==> src/rtl/interrupt_sequencer.sv <==
// Interrupt sequencer for the multi-cycle MIPS core: arbitrates INT/NMI at
// instruction boundaries, supports one level of NMI-over-INT nesting.
module interrupt_sequencer #(
   parameter int unsigned     PC_W    = 32,
   parameter logic [PC_W-1:0] VEC_INT = PC_W'(32'h0000_0080),
   parameter logic [PC_W-1:0] VEC_NMI = PC_W'(32'h0000_0040)
) (
   input  logic            clk,
   input  logic            reset,
   input  logic            INT,
   input  logic            NMI,
   input  logic            INTD,
   input  logic            instr_done,
   input  logic            eret,
   input  logic [PC_W-1:0] pc_in,
   output logic            isInterrupted,
   output logic            INA,
   output logic [PC_W-1:0] epc,
   output logic [PC_W-1:0] vector,
   output logic [1:0]      cause,
   output logic            in_service
);

   localparam logic [1:0] CAUSE_NONE = 2'b00;
   localparam logic [1:0] CAUSE_INT  = 2'b01;
   localparam logic [1:0] CAUSE_NMI  = 2'b10;

   typedef enum logic [2:0] {
      IDLE,
      ACK_INT,
      ACK_NMI,
      SRV_INT,
      SRV_NMI,
      SRV_NEST
   } state_t;

   state_t          state, state_n;
   logic            nest, nest_n;
   logic            nmi_prev, nmi_pend, nmi_pend_n;
   logic [PC_W-1:0] epc_int, epc_int_n;
   logic [PC_W-1:0] epc_nmi, epc_nmi_n;
   logic            take_nmi;
   logic            ack_n;
   logic [PC_W-1:0] epc_n, vector_n;
   logic [1:0]      cause_n;
   logic            in_service_n;

   // Next state, captured return addresses and the outputs of the state being entered
   always_comb begin
      state_n   = state;
      nest_n    = nest;
      epc_int_n = epc_int;
      epc_nmi_n = epc_nmi;
      take_nmi  = 1'b0;

      case (state)
         IDLE: begin
            if (instr_done) begin
               if (nmi_pend) begin
                  state_n   = ACK_NMI;
                  nest_n    = 1'b0;
                  epc_nmi_n = pc_in;
                  take_nmi  = 1'b1;
               end else if (INT && !INTD) begin
                  state_n   = ACK_INT;
                  epc_int_n = pc_in;
               end
            end
         end
         ACK_INT: state_n = SRV_INT;
         ACK_NMI: state_n = nest ? SRV_NEST : SRV_NMI;
         SRV_INT: begin
            // eret has priority over a boundary in the same cycle
            if (eret) begin
               state_n = IDLE;
            end else if (instr_done && nmi_pend) begin
               state_n   = ACK_NMI;
               nest_n    = 1'b1;
               epc_nmi_n = pc_in;
               take_nmi  = 1'b1;
            end
         end
         SRV_NMI: begin
            if (eret) begin
               state_n = IDLE;
               nest_n  = 1'b0;
            end
         end
         SRV_NEST: begin
            if (eret) begin
               state_n = SRV_INT;
               nest_n  = 1'b0;
            end
         end
         default: state_n = IDLE;
      endcase

      // an edge coinciding with acceptance is absorbed by it
      nmi_pend_n = take_nmi ? 1'b0 : (nmi_pend | (NMI & ~nmi_prev));

      ack_n        = (state_n == ACK_INT) || (state_n == ACK_NMI);
      in_service_n = (state_n == SRV_INT) || (state_n == SRV_NMI) ||
                     (state_n == SRV_NEST) || ((state_n == ACK_NMI) && nest_n);

      cause_n  = CAUSE_NONE;
      epc_n    = epc;
      vector_n = vector;
      case (state_n)
         ACK_INT: begin
            cause_n  = CAUSE_INT;
            epc_n    = epc_int_n;
            vector_n = VEC_INT;
         end
         SRV_INT: begin
            cause_n = CAUSE_INT;
            epc_n   = epc_int_n;
         end
         ACK_NMI: begin
            cause_n  = CAUSE_NMI;
            epc_n    = epc_nmi_n;
            vector_n = VEC_NMI;
         end
         SRV_NMI, SRV_NEST: begin
            cause_n = CAUSE_NMI;
            epc_n   = epc_nmi_n;
         end
         default: ;
      endcase
   end

   always_ff @(posedge clk or posedge reset) begin
      if (reset) begin
         state         <= IDLE;
         nest          <= 1'b0;
         nmi_prev      <= 1'b0;
         nmi_pend      <= 1'b0;
         epc_int       <= '0;
         epc_nmi       <= '0;
         isInterrupted <= 1'b0;
         INA           <= 1'b0;
         epc           <= '0;
         vector        <= '0;
         cause         <= CAUSE_NONE;
         in_service    <= 1'b0;
      end else begin
         state         <= state_n;
         nest          <= nest_n;
         nmi_prev      <= NMI;
         nmi_pend      <= nmi_pend_n;
         epc_int       <= epc_int_n;
         epc_nmi       <= epc_nmi_n;
         isInterrupted <= ack_n;
         INA           <= ack_n;
         epc           <= epc_n;
         vector        <= vector_n;
         cause         <= cause_n;
         in_service    <= in_service_n;
      end
   end

endmodule

==> config.mk <==
export PLATFORM = sky130hd
export DESIGN_NAME = interrupt_sequencer
export DESIGN_NICKNAME = d
export VERILOG_FILES = /design/src/rtl/interrupt_sequencer.sv
export SDC_FILE = /design/constraint.sdc
export NUM_CORES = 1
export LEC_CHECK = 0
export ABC_CLOCK_PERIOD_IN_PS = 8600
export CAP_MARGIN = 20
export CORE_MARGIN = 2
export CORE_UTILIZATION = 58
export CTS_BUF_LIST = sky130_fd_sc_hd__clkbuf_4
export DETAILED_ROUTE_END_ITERATION = 10
export PLACE_DENSITY_LB_ADDON = 0.1
export SLEW_MARGIN = 25
export SYNTH_ARGS = -nofsm -noshare
export SYNTH_HDL_FRONTEND = slang
export SYNTH_SLANG_ARGS = --single-unit
export TNS_END_PERCENT = 100
==> constraint.sdc <==
create_clock -name clk -period 8.6 [get_ports clk]
set_input_delay 1.72 -clock clk [delete_from_list [all_inputs] [get_ports clk]]
set_output_delay 1.72 -clock clk [all_outputs]
set_load 0.02 [all_outputs]
Word level (Yosys, flattened, before mapping) --
Cells that the tools add are included.
Word-level totals: output and inout bits 69, register bits after elaboration 138, word-level logic and storage cells 71, input bits 39
Cells by class: bitwise logic cells 3, reductions and logical operators 14, mux-type cells 33, eq/ne operators 10
Operators by type and width (count):
- $mux 32 | 8
- $pmux 32 s2 | 3
- $mux 3 | 7
- $pmux 3 s6 | 1
- $eq 3x2->1 const B | 4
- $eq 3x3->1 const B | 4
- $mux 1 | 11
- $eq 3x1->1 const B | 2
- $logic_or 1x1->1 | 4
- $pmux 2 s2 | 1
- $reduce_bool 2->1 | 2
- $reduce_or 2->1 | 2
- $logic_and 1x1->1 | 3
- $logic_not 3->1 | 1
- $pmux 1 s3 | 1
- $reduce_or 3->1 | 1
- $pmux 1 s2 | 1
- $and 1x1->1 | 1
- $logic_not 1->1 | 1
- $not 1->1 | 1
- $or 1x1->1 | 1

Logic depth before layout (Yosys ltp) --
depth after elaboration 10, mapped depth 7, depth with buffers taken out 4

Worst setup path after synthesis --
Ideal clock, no wire load.
path kind input to register, start point input INT, end point register epc_nmi[0], data required time 8.481 ns, stages 7, setup time 0.119 ns, arrival time 2.800 ns, buffers on the path 3, setup slack 5.681 ns, path through nor4bb_1 > buf_4 > a21boi_2 > buf_6 > o211ai_4 > buf_6 > a21bo_1
RTL lines:
- from (decl) | RTL line 10 | input logic INT,
- to (signal assigned) | RTL line 151 | epc_nmi <= epc_nmi_n;
- to (decl) | RTL line 41 | logic [PC_W-1:0] epc_nmi, epc_nmi_n;

Final worst setup path --
start point input instr_done, end point register epc[12]
Between the ends: word-level cells in the longest chain between the ends 7, elaborated cells on any way between the ends 20, classes of those cells 5 x eq/ne; 11 x mux; 4 x reduce/logical
RTL lines:
- from (decl) | RTL line 13 | input logic instr_done,
- $logic_and 1x1->1 | RTL line 76 | end else if (instr_done && nmi_pend) begin
- $mux 3 | RTL line 76
- $mux 3 | RTL line 74 | if (eret) begin
- $pmux 3 s6 | RTL line 56 | case (state)
- $eq 3x2->1, or another cell as far along | RTL line 108 | case (state_n)
- $reduce_or 3->1 (no source line) / $reduce_or 2->1 (equally long branches)
- $pmux 32 s2 / $reduce_bool 2->1 (equally long branches)
- to (signal assigned) | RTL line 154 | epc <= epc_n;
- to (decl) | RTL line 18 | output logic [PC_W-1:0] epc,
Several ways; a longest one is shown, not always the timed one. A chain may end at the register's enable or synchronous reset.

==> key figures <==
Status
  • Status: complete, no violations

Route
  • Drt drc: 0
  • DR iter-0 viols: just over 300
  • Final wirelength: roughly 13 mm
  • Vias post-DR: between 4k and 5k
  • ANT nets after route: 0
  • Via density per instance: a little over 6
  • Length of the first detailed-routing pass in iterations: 4
  • WL per Instance: ~19 um

Cells and area
  • Area delta synth->final: 13.56%
  • Ant. Diodes: 0
  • Share of cells above drive strength 1: 0.06818
  • Nets: 606
  • Final design utilization: 0.6756
  • Fill cells: approximately 720
  • Design Area, Final: just over 6000 sq um

CTS
  • Postcts setup bufs: 0
  • Post-CTS Hold Buffers: 0
  • Clock sink count: 108
  • Root Driver: clkbuf_4
  • CTS tree: yes
  • Clock latency on the worst-skew pair: 0.46 ns
  • CTS Buf Count: 9
  • Reg clk slew, reported paths: about 0.15 ns
  • # H-tree levels: 3
  • Post-cts repair resize count: 0
  • Worst-case clock buffer depth: 2

Critical path
  • Crit path buffers/inverters: 1
  • Critical path arrival: around 4.5 ns
  • CP startpoint: instr_done
  • Slowest stage delay, CP: approximately 0.82 ns
  • CP Launch Type: input pin
  • Required @ worst endpoint: 8.92 ns
  • Worst-path cell chain: clkdlybuf4s50_1, nand4bb_2, o21ai_1, a311o_2, o2111ai_1
  • Launching point of the worst reg2reg path: nmi_pend
  • CP endpoint kind: flip-flop
  • Type of the worst setup path: in2reg
  • Worst-path fanout max: 33
  • Slowest cell on crit path: nand4bb_2
  • Top delay family on crit path: compound AO/OA/AOI/OAI gates

Power
  • Worst vdd ir: about 0.18 mV
  • Leak: 0.002848 uW
  • Power Density: roughly 370 nW/um^2

STA
  • Crit path setup slack, layout: around 4.5 ns
  • Total negative slack: 0 ns
  • Period minus WS final: ~4.1 ns
  • Final hold violations: 0
  • Final period util: 0.4820
  • Worst slew margin: 0.3336
  • Fmax: ~240 MHz
  • Final Max Tran Viols: 0
  • RSZ-0062 raised after global routing: false
  • Setup Skew: 0.01089 ns
  • Final setup fails: 0
  • Fin Hold WS: 0.5013 ns
  • Actual slew at the worst max-slew pin: roughly 1.0 ns

Hold path
  • Worst hold start: epc_nmi[5]
  • Type of the tightest min-delay check: reg2reg

Place
  • IO buf count: between 70 and 80
  • Setup Slack @ Placement: a little over 4 ns
  • Final GP Congestion: around 0.8
  • DP Area: between 6000 and 7000 sq um
  • Final HPWL DP: 7.400 mm

Logic synthesis
  • Post-synth top area share: 0.4963
  • Most common cell in the synthesized netlist: dfrtp_1
  • Post-synth EDFFs: 0
  • Sequential share of the synthesized area: 0.4963
  • Synth Register Bits: 108
  • Most used flip-flop cell after synthesis: dfrtp_1
  • Synth async-reset ratio: 1.000
  • Top cells by area, synth: dfrtp_1, o2111ai_1, a21bo_1
  • Synth area leader: dfrtp_1
  • Synth Instances: roughly 520
  • Avg Cell Area, Syn: 10.41 sq um
  • Synth warn: 0
  • Yosys cell types: 39
  • Post-Synthesis Cell Area: 5445 sq um
  • Most common library cells after synthesis: dfrtp_1, nand2_1, o2111ai_1

Global routing
  • Vias in the first global route: about 4.2k
  • First-pass GRT wire length: ~21 mm
  • Total gr overflow: 0
  • Antenna violations before repair: 0
  • Largest net degree at the start of global routing: 67
  • Gr usage total: 0.2648

Floorplan
  • Core Box Area: 9153 sq um
  • Io pins: roughly 110
  • Die extent in x: around 100 um
  • DIE HEIGHT: a little over 100 um
  • Die ar.: around 10000 sq um
  • Row cnt: 35
  • Starting Density: 0.5949

Job
  • Max capacitance violation total: 0
-- cell usage in the layout (no fill, tap or decap), types with 8 or more instances in the layout --
master           instances
inv_1                   33
conb_1                  30
o21ai_1                 30
clkdlybuf4s50_1         77
nand3_1                 33
a21bo_1                 32
dfrtp_1                108
clkbuf_4                10
nand2_1                 72
a221o_1                 32
buf_4                    8
o2111ai_1               64
-- per-stage QoR --
step / std cells / power, uW
2_1_floorplan: 552 / 1725
3_3_place_gp: 666 / 1994
3_5_place_dp: 666 / 2038
4_1_cts: 682 / 2266
5_1_grt: 683 / 2435
6_report: 683 / 2277
-- power breakdown --
group	switching, uW	internal, uW	total, uW
registers	130	739	869
logic	706	472	1180
clock network	167	63.1	230
total	1000	1270	2280
-- layer usage --
metal	routed length, um	global-route usage	up-vias
met5	0	0	-
met4	108	0.07380	0
met3	615	0.04924	13
met2	6439	0.4415	128
met1	5603	0.3573	2146
li1	-	-	1962
-- layout make-up --
class / instances / area, sq um / share of cell area
multi-input combinational: 327 / 2235 / 0.3614
inverter: 35 / 133.9 / 0.02165
timing repair buffer: 86 / 858.3 / 0.1388
sequential: 108 / 2703 / 0.4371
clock buffer: 10 / 75.07 / 0.01214
tap: 111 / 138.9 / 0.02246
clock inverter: 6 / 40.04 / 0.006475
-- sequential cells by signal, indices dropped and copies added (netlist names) --
signal      flops
vector          2
nest            1
in_service      1
nmi_pend        1
INA             1
state           3
nmi_prev        1
epc_int        32
epc_nmi        32
cause           2
epc            32
-- cell families after synthesis --
| logic type | after synthesis | synth area share |
|---|---|---|
| AO/OA/AOI/OAI | 177 | 0.2769 |
| AND/OR/NAND/NOR | 120 | 0.1023 |
| buffers and inverters | 117 | 0.1238 |
| other | 1 | 0.0006887 |
| flip-flops | 108 | 0.4963 |
-- worst paths after layout --
path,end,slack (ns),cells past startpoint
setup reg to reg,epc[12],5.68,4
hold reg to reg,epc_nmi[5],0.50,1
min in group asynchronous,epc_int[28],1.65,2
setup / recovery,epc[12],4.45,5
hold / removal,epc_nmi[5],0.50,1
max in group asynchronous,epc[10],5.75,3
Note: power is estimated with default switching activity, not from simulation.
